==> src/rtl/nibble_collector.sv <==
// Serial-to-parallel collector: gathers single bits into 4-bit nibbles and
// buffers completed nibbles in a 2-entry FIFO with a valid/ready output side.
module nibble_collector #(
  parameter bit MSB_FIRST = 1'b0
) (
  input  logic       clk,
  input  logic       rst_n,
  input  logic       clear,
  input  logic       bit_in,
  input  logic       bit_valid,
  output logic       bit_ready,
  output logic [3:0] nib_out,
  output logic       nib_valid,
  input  logic       nib_ready,
  output logic [1:0] bit_cnt
);

  logic [3:0] asm_reg;
  logic [3:0] full_nib;
  logic [3:0] fifo_mem [2];
  logic       wr_ptr;
  logic       rd_ptr;
  logic [1:0] occupancy;
  logic [1:0] bit_idx;
  logic       accept;
  logic       push;
  logic       pop;

  // Each bit is written at its final position, so the 4th bit completes the
  // nibble combinationally and can be pushed on the same edge it is accepted.
  assign bit_idx = MSB_FIRST ? (2'd3 - bit_cnt) : bit_cnt;

  always_comb begin
    full_nib          = asm_reg;
    full_nib[bit_idx] = bit_in;
  end

  // Only the 4th bit can stall, and only against registered state.
  assign bit_ready = !(occupancy == 2'd2 && bit_cnt == 2'd3);
  assign nib_valid = (occupancy != 2'd0);
  assign nib_out   = nib_valid ? fifo_mem[rd_ptr] : 4'b0000;

  assign accept = bit_valid && bit_ready && !clear;
  assign push   = accept && (bit_cnt == 2'd3);
  assign pop    = nib_valid && nib_ready;

  always_ff @(posedge clk) begin
    if (!rst_n) begin
      asm_reg     <= 4'b0000;
      bit_cnt     <= 2'd0;
      fifo_mem[0] <= 4'b0000;
      fifo_mem[1] <= 4'b0000;
      wr_ptr      <= 1'b0;
      rd_ptr      <= 1'b0;
      occupancy   <= 2'd0;
    end else begin
      if (clear) begin
        asm_reg <= 4'b0000;
        bit_cnt <= 2'd0;
      end else if (accept) begin
        asm_reg <= (bit_cnt == 2'd3) ? 4'b0000 : full_nib;
        bit_cnt <= bit_cnt + 2'd1;
      end

      if (push) begin
        fifo_mem[wr_ptr] <= full_nib;
        wr_ptr           <= ~wr_ptr;
      end

      if (pop) begin
        rd_ptr <= ~rd_ptr;
      end

      // A simultaneous push and pop leaves the occupancy unchanged.
      case ({push, pop})
        2'b10:   occupancy <= occupancy + 2'd1;
        2'b01:   occupancy <= occupancy - 2'd1;
        default: occupancy <= occupancy;
      endcase
    end
  end

  push_into_full : assert property (@(posedge clk) disable iff (!rst_n)
    !(push && occupancy == 2'd2));

endmodule

==> config.mk <==
export PLATFORM = sky130hd
export DESIGN_NAME = nibble_collector
export DESIGN_NICKNAME = d
export VERILOG_FILES = /design/src/rtl/nibble_collector.sv
export SDC_FILE = /design/constraint.sdc
export NUM_CORES = 1
export LEC_CHECK = 0
export CORE_ASPECT_RATIO = 1.25
export CORE_UTILIZATION = 56
export CTS_CLUSTER_SIZE = 14
export DETAILED_ROUTE_END_ITERATION = 6
export DONT_BUFFER_PORTS = 1
export PLACE_DENSITY = 0.69
export RECOVER_POWER = 50
export SETUP_SLACK_MARGIN = 0.3
export SYNTH_ARGS = -nofsm -noshare
export SYNTH_HDL_FRONTEND = slang
export SYNTH_SLANG_ARGS = --single-unit
==> constraint.sdc <==
create_clock -name clk -period 3.5 [get_ports clk]
set_clock_uncertainty 0.2 [all_clocks]
set_input_delay 0.35 -clock clk [delete_from_list [all_inputs] [get_ports clk]]
set_output_delay 0.35 -clock clk [all_outputs]
set_load 0.1 [all_outputs]
# After elaboration in Yosys (flattened, before gate mapping)
# Memory sizes are Yosys's and may differ from the RTL's. A register that Yosys moved wholly into a read port is not among the register bits.
# Cells that the tools add are included.
[classes]
addsub = 3
order_cmp = 2
n_eq_ne = 4
mux = 15
bitwise = 3
reduce_logical = 12
[op_table]
columns = ["op", "n"]
rows = [
  ["two-way mux 4 bit", 3],
  ["two-way mux 1 bit", 9],
  ["== test 2 bit (second input constant)", 3],
  ["logical AND 1 bit", 6],
  ["adder 2 x 1 -> 2 bit (second input constant)", 2],
  ["bitwise mux 4 bit", 1],
  ["one-hot mux 2 bit (2 select lines)", 1],
  ["nonzero test 2 bit", 2],
  ["OR reduction 4 bit", 1],
  ["< comparator 2 x 3 -> 1 bit (second input constant)", 1],
  ["inverter 1 bit", 3],
  ["demux 1 bit (select 2 bit)", 1],
  ["== test 2 x 1 -> 1 bit (second input constant)", 1],
  ["greater-or-equal comparator 2 x 1 -> 1 bit (second input constant)", 1],
  ["zero test 1 bit", 2],
  ["OR reduction 2 bit", 1],
  ["subtractor 2 x 1 -> 2 bit (second input constant)", 1],
]
[totals]
regBits = 10
mem_bits_rw = 8
in_bits = 6
out_inout_bits = 8
word_cells = 45
mem_count = 1
[mem_list]
columns = ["name", "words", "word_bits", "read_ports", "rd_clocked_by_memory_dff", "write_ports", "line_no", "source"]
rows = [
  ["fifo_mem", 2, 4, 1, 1, 2, "20", "logic [3:0] fifo_mem [2];"],
]

# Longest topological paths before layout
[depth]
word_depth = 11
mapped_depth = 8

# Least setup slack after synthesis
# No wires, ideal clock.
[synth_path]
kind = "register to register"
startpoint = "register bit_cnt[1]"
endpoint = "register bit_cnt[0]"
arrival_time_ns = 2.823
required_ns = 3.227
path_slack_ns = 0.404
stages_incl_launch_ff = 6
n_path_buf = 1
period_less_slack_ns = 3.096
path_cell_list = "dfxtp_1 -> ha_1 -> buf_2 -> nand3b_1 -> nand2_1 -> mux2i_1"
[synth_between]
elab_chain_len = 5
[synth_lines]
columns = ["element", "line_no", "source"]
rows = [
  ["start, declared", "15", "output logic [1:0] bit_cnt"],
  ["start signal, assigned", "62", "bit_cnt <= bit_cnt + 2'd1;"],
  ["== test 2 bit", "39", "assign bit_ready = !(occupancy == 2'd2 && bit_cnt == 2'd3);"],
  ["logical AND 1 bit", "39", ""],
  ["zero test 1 bit", "39", ""],
  ["net bit_ready", "11", "output logic bit_ready,"],
  ["logical AND 1 bit (2 in a row)", "43", "assign accept = bit_valid && bit_ready && !clear;"],
]
# The timed path passes the listed nets, and every way through them passes these cells.
# A chain may end at the register's enable or synchronous reset.

# Worst setup path in the final report
[layout_path]
startpoint = "register bit_cnt[0]"
endpoint = "register occupancy[1]"
[layout_between]
elab_chain_len = 8
word_cells_on_any_way = 10
cone_classes = "eq/ne (3); mux (1); reduce/logical (6)"
[layout_lines]
columns = ["element", "line_no", "source"]
rows = [
  ["== test 2 bit *", "39, 44", ""],
  ["logical AND 1 bit", "39", ""],
  ["zero test 1 bit", "39", ""],
  ["logical AND 1 bit (2 in a row)", "43", ""],
  ["logical AND 1 bit *", "44", "assign push = accept && (bit_cnt == 2'd3);"],
  ["== test 2 x 1 -> 1 bit / == test 2 bit (equally long branches)", "75", "case ({push, pop})"],
  ["one-hot mux 2 bit (2 select lines) / nonzero test 2 bit (equally long branches)", "-", ""],
  ["end signal, assigned", "76", "2'b10: occupancy <= occupancy + 2'd1;"],
  ["end signal, assigned", "77", "2'b01: occupancy <= occupancy - 2'd1;"],
  ["end signal, assigned", "78", "default: occupancy <= occupancy;"],
  ["end, declared", "23", "logic [1:0] occupancy;"],
]
# Mark *: on every way between the ends. The rest lies on a longest branch, timed or not.

==> metrics.md <==
| Metric | Value |
|---|---|
| Syn nets | `102` |
| Crit-path most repeated cell | `ha_1` |
| CP Class | `register to register` |
| First-pass DRT Iterations | `4` |
| Routed Antenna Nets | `0` |
| Via/cell ratio | `5.81` |
| # rows | `16` |
| Worst Setup End Kind | `register` |
| Hold WC Path Type | `input port to register` |
| Setup violators final | `0` |
| Clock transition at path regs | `0.11 ns` |
| Port bufs | `0` |
| Cts hold-fix bufs | `0` |
| Drt total wl | `1480 um` |
| Die Area | `0.00182 sq mm` |
| Yosys cell types | `26` |
| CTS root buf | `clkbuf_4` |
| Max Slew Vio Count | `4` |
| Netlist Area Pre-Place | `approximately 930 sq um` |
| Critical path arrival | `between 3 and 4 ns` |
| Diodes inserted | `0` |
| HPWL after DPL | `between 1000 and 1500 um` |
| Max_cap viols | `4` |
| Initial Util | `59.3%` |
| PD cells | `376 mW/mm^2` |
| Syn_area_per_cell | `around 10 sq um` |
| WP data required | `3.54 ns` |
| Setup bufs post-CTS | `0` |
| All-layer global routing usage | `19.6%` |
| CTS Sinks | `19` |
| Multi-input logic area | `430 sq um` |
| H-tree levels | `1` |
| CP top delay family | `flip-flops` |
| Unrepaired setup endpoints after global routing | `no` |
| CTS tree | `done` |
| Failing checks | `capacitance limit, slew limit` |
| Drt drc | `0` |
| Reg2Reg Depth | `7` |
| Area delta synth->final | `6.08%` |
| Post-cts sizing count | `0` |
| Number of global-route vias before repair | `599` |
| Clock Tree Buf Depth | `2` |
| Boundary Pins | `14` |
| Sequential element share of the synthesized area | `49.7%` |
| Tot Pwr | `approximately 0.00037 W` |
| Cells along the critical path | `clkbuf_1 -> ha_1 -> and3b_1 -> nand2_1 -> ha_1 -> or3_1 -> a21oi_1` |
| Vias | `656` |
| Worst Path Max Fanout | `7` |
| Layout filler cell count | `140` |
| Net total in the final layout | `107` |
| Gr ovfl total | `0` |
| Die Wd | `roughly 38 um` |
| Skew-Pair Late Insertion Delay | `0.30 ns` |
| Initial DRC count | `10` |
| Period utilisation layout | `87.1%` |
| Core ar. | `0.00156 sq mm` |
| Worst Path Buf+Inv | `1` |
| Outcome | `finished with violations` |
| Peak supply drop | `approximately 0.28 mV` |
| Register Area | `460 sq um` |
| P_leak | `0.380 nW` |
| Synth area leader | `edfxtp_1` |
| Worst setup SP type | `register` |
| Synth top area cells | `edfxtp_1 26%, dfxtp_1 24%, mux2i_1 11%` |
| First-pass GRT wire length | `between 2000 and 2500 um` |
| Max Fclk | `0.328 GHz` |
| Cells on Worst Hold Path | `2` |
| Critical-path top delay cell | `dfxtp_1` |
| Die height | `~47 um` |
| Post-synth top area share | `25.9%` |
| Min Clock Period, post-route | `3.05 ns` |
| Number of flops mapped to enable cells by yosys | `8` |
| Largest net degree at the start of global routing | `12` |
| Max reg flops | `8` |
| TritonCTS buffer count | `3` |
| Post-Syn Instances | `between 90 and 100` |
| Ys Warns | `0` |
| GP Congestion | `0.805` |
| Initial antenna violation count | `0` |
| Crit-path max cell delay | `between 0.9 and 1 ns` |
| Setup TNS | `0 ns` |
| Ys async rst share | `0%` |
| Transition time at the pin with the least slew margin | `1.71 ns` |
| Relative slew slack | `-14.7%` |
| Yosys reg bits | `19` |
| Stages on the worst setup path | `7` |
| Synth Flop Type | `dfxtp_1` |
| Routed WL per cell | `13.1 um` |
| Layout cells sized above 1 | `6.32%` |
| Hold Vio Cnt, Final | `0` |
-- cell usage after synthesis (2+ instances only) --
library cell,n
o21ai_0,4
inv_1,6
nor2_1,17
a32o_1,3
nand2_1,6
xor2_1,2
edfxtp_1,8
o211ai_1,3
dfxtp_1,11
ha_1,5
mux2i_1,10
clkbuf_1,2
-- worst reg2reg max path: cells and delay by family, from the launching register on --
kind | cells | cell delay (ns)
flops | 1 | 0.98
buf+inv | 1 | 0.24
compound gates | 1 | 0.14
fa+ha+maj | 2 | 0.65
simple gates | 3 | 0.75
-- area by class of cell --
cell class | instances | area share, %
Clock buffer | 3 | 2.29
Clock inverter | 1 | 0.510
Inverter | 6 | 2.29
Multi-Input combinational cell | 63 | 43.8
Sequential cell | 19 | 46.9
Tap cell | 18 | 2.29
Timing Repair Buffer | 3 | 1.91
-- cells by family (layout without fill, tap and decap cells) --
| family | after synthesis | after routing | share of synthesized area [%] |
|---|---|---|---|
| and+or+nand+nor | 33 | 33 | 16.6 |
| AOI/OAI and AO/OA | 12 | 12 | 9.46 |
| xor gates and xnor gates | 3 | 3 | 2.84 |
| buffers and inverters | 9 | 13 | 3.78 |
| muxes | 10 | 10 | 10.8 |
| adders and majority gates | 5 | 5 | 6.76 |
| DFF | 19 | 19 | 49.7 |
-- final timing paths --
kind | startpoint | endpoint | slack (ns)
worst max-delay path | bit_cnt[0] | occupancy[1] | 0.45
worst min-delay path | rst_n | occupancy[0] | 0.02
worst min register to register | asm_reg[3] | asm_reg[3] | 0.30
worst max register to register | bit_cnt[0] | occupancy[1] | 0.45
-- power by group --
part           internal, W  switching (W)  leakage [nW]  total (W)
Sequential        0.000235     0.00000585         0.171   0.000240
Combinational   0.00000680      0.0000120         0.191  0.0000188
Clock            0.0000427      0.0000675        0.0177   0.000110
-- metal layers --
layer,wire [um],vias up,global-route usage [%]
li1,-,324,-
met1,585,301,18.8
met2,747,26,34.9
met3,93,5,4.19
met4,54,0,17.2
met5,0,-,0
-- stage by stage --
step	util, %	worst slack, ns	cells	hold WS (ns)	instance area, sq um
after global routing	62.9	0.302	113	0.0326	982
after floorplan	-	0.404	91	0.252	926
after detailed placement	62.0	0.500	109	0.285	968
final	62.9	0.452	113	0.0158	982
after CTS	63.8	0.471	113	0.0132	996
after global placement	62.0	0.598	109	0.280	968
-- layout by cell type, fill, tap and decap left out --
cell type / n
nor2_1: 17
and2_1: 1
nand2_1: 6
xnor2_1: 1
nand4b_1: 1
inv_1: 6
a21bo_1: 1
nor2b_1: 1
and3_1: 1
xor2_1: 2
dfxtp_1: 11
ha_1: 5
and3b_1: 1
or3_1: 1
o211ai_1: 3
mux2i_1: 10
nand4_1: 1
clkbuf_4: 3
edfxtp_1: 8
clkinv_2: 1
nand3_1: 1
buf_4: 2
a32o_1: 3
o21ai_0: 4
clkbuf_1: 1
a21oi_1: 1
nand2b_1: 1
nand3b_1: 1
Power figures use the tool's default switching activity.
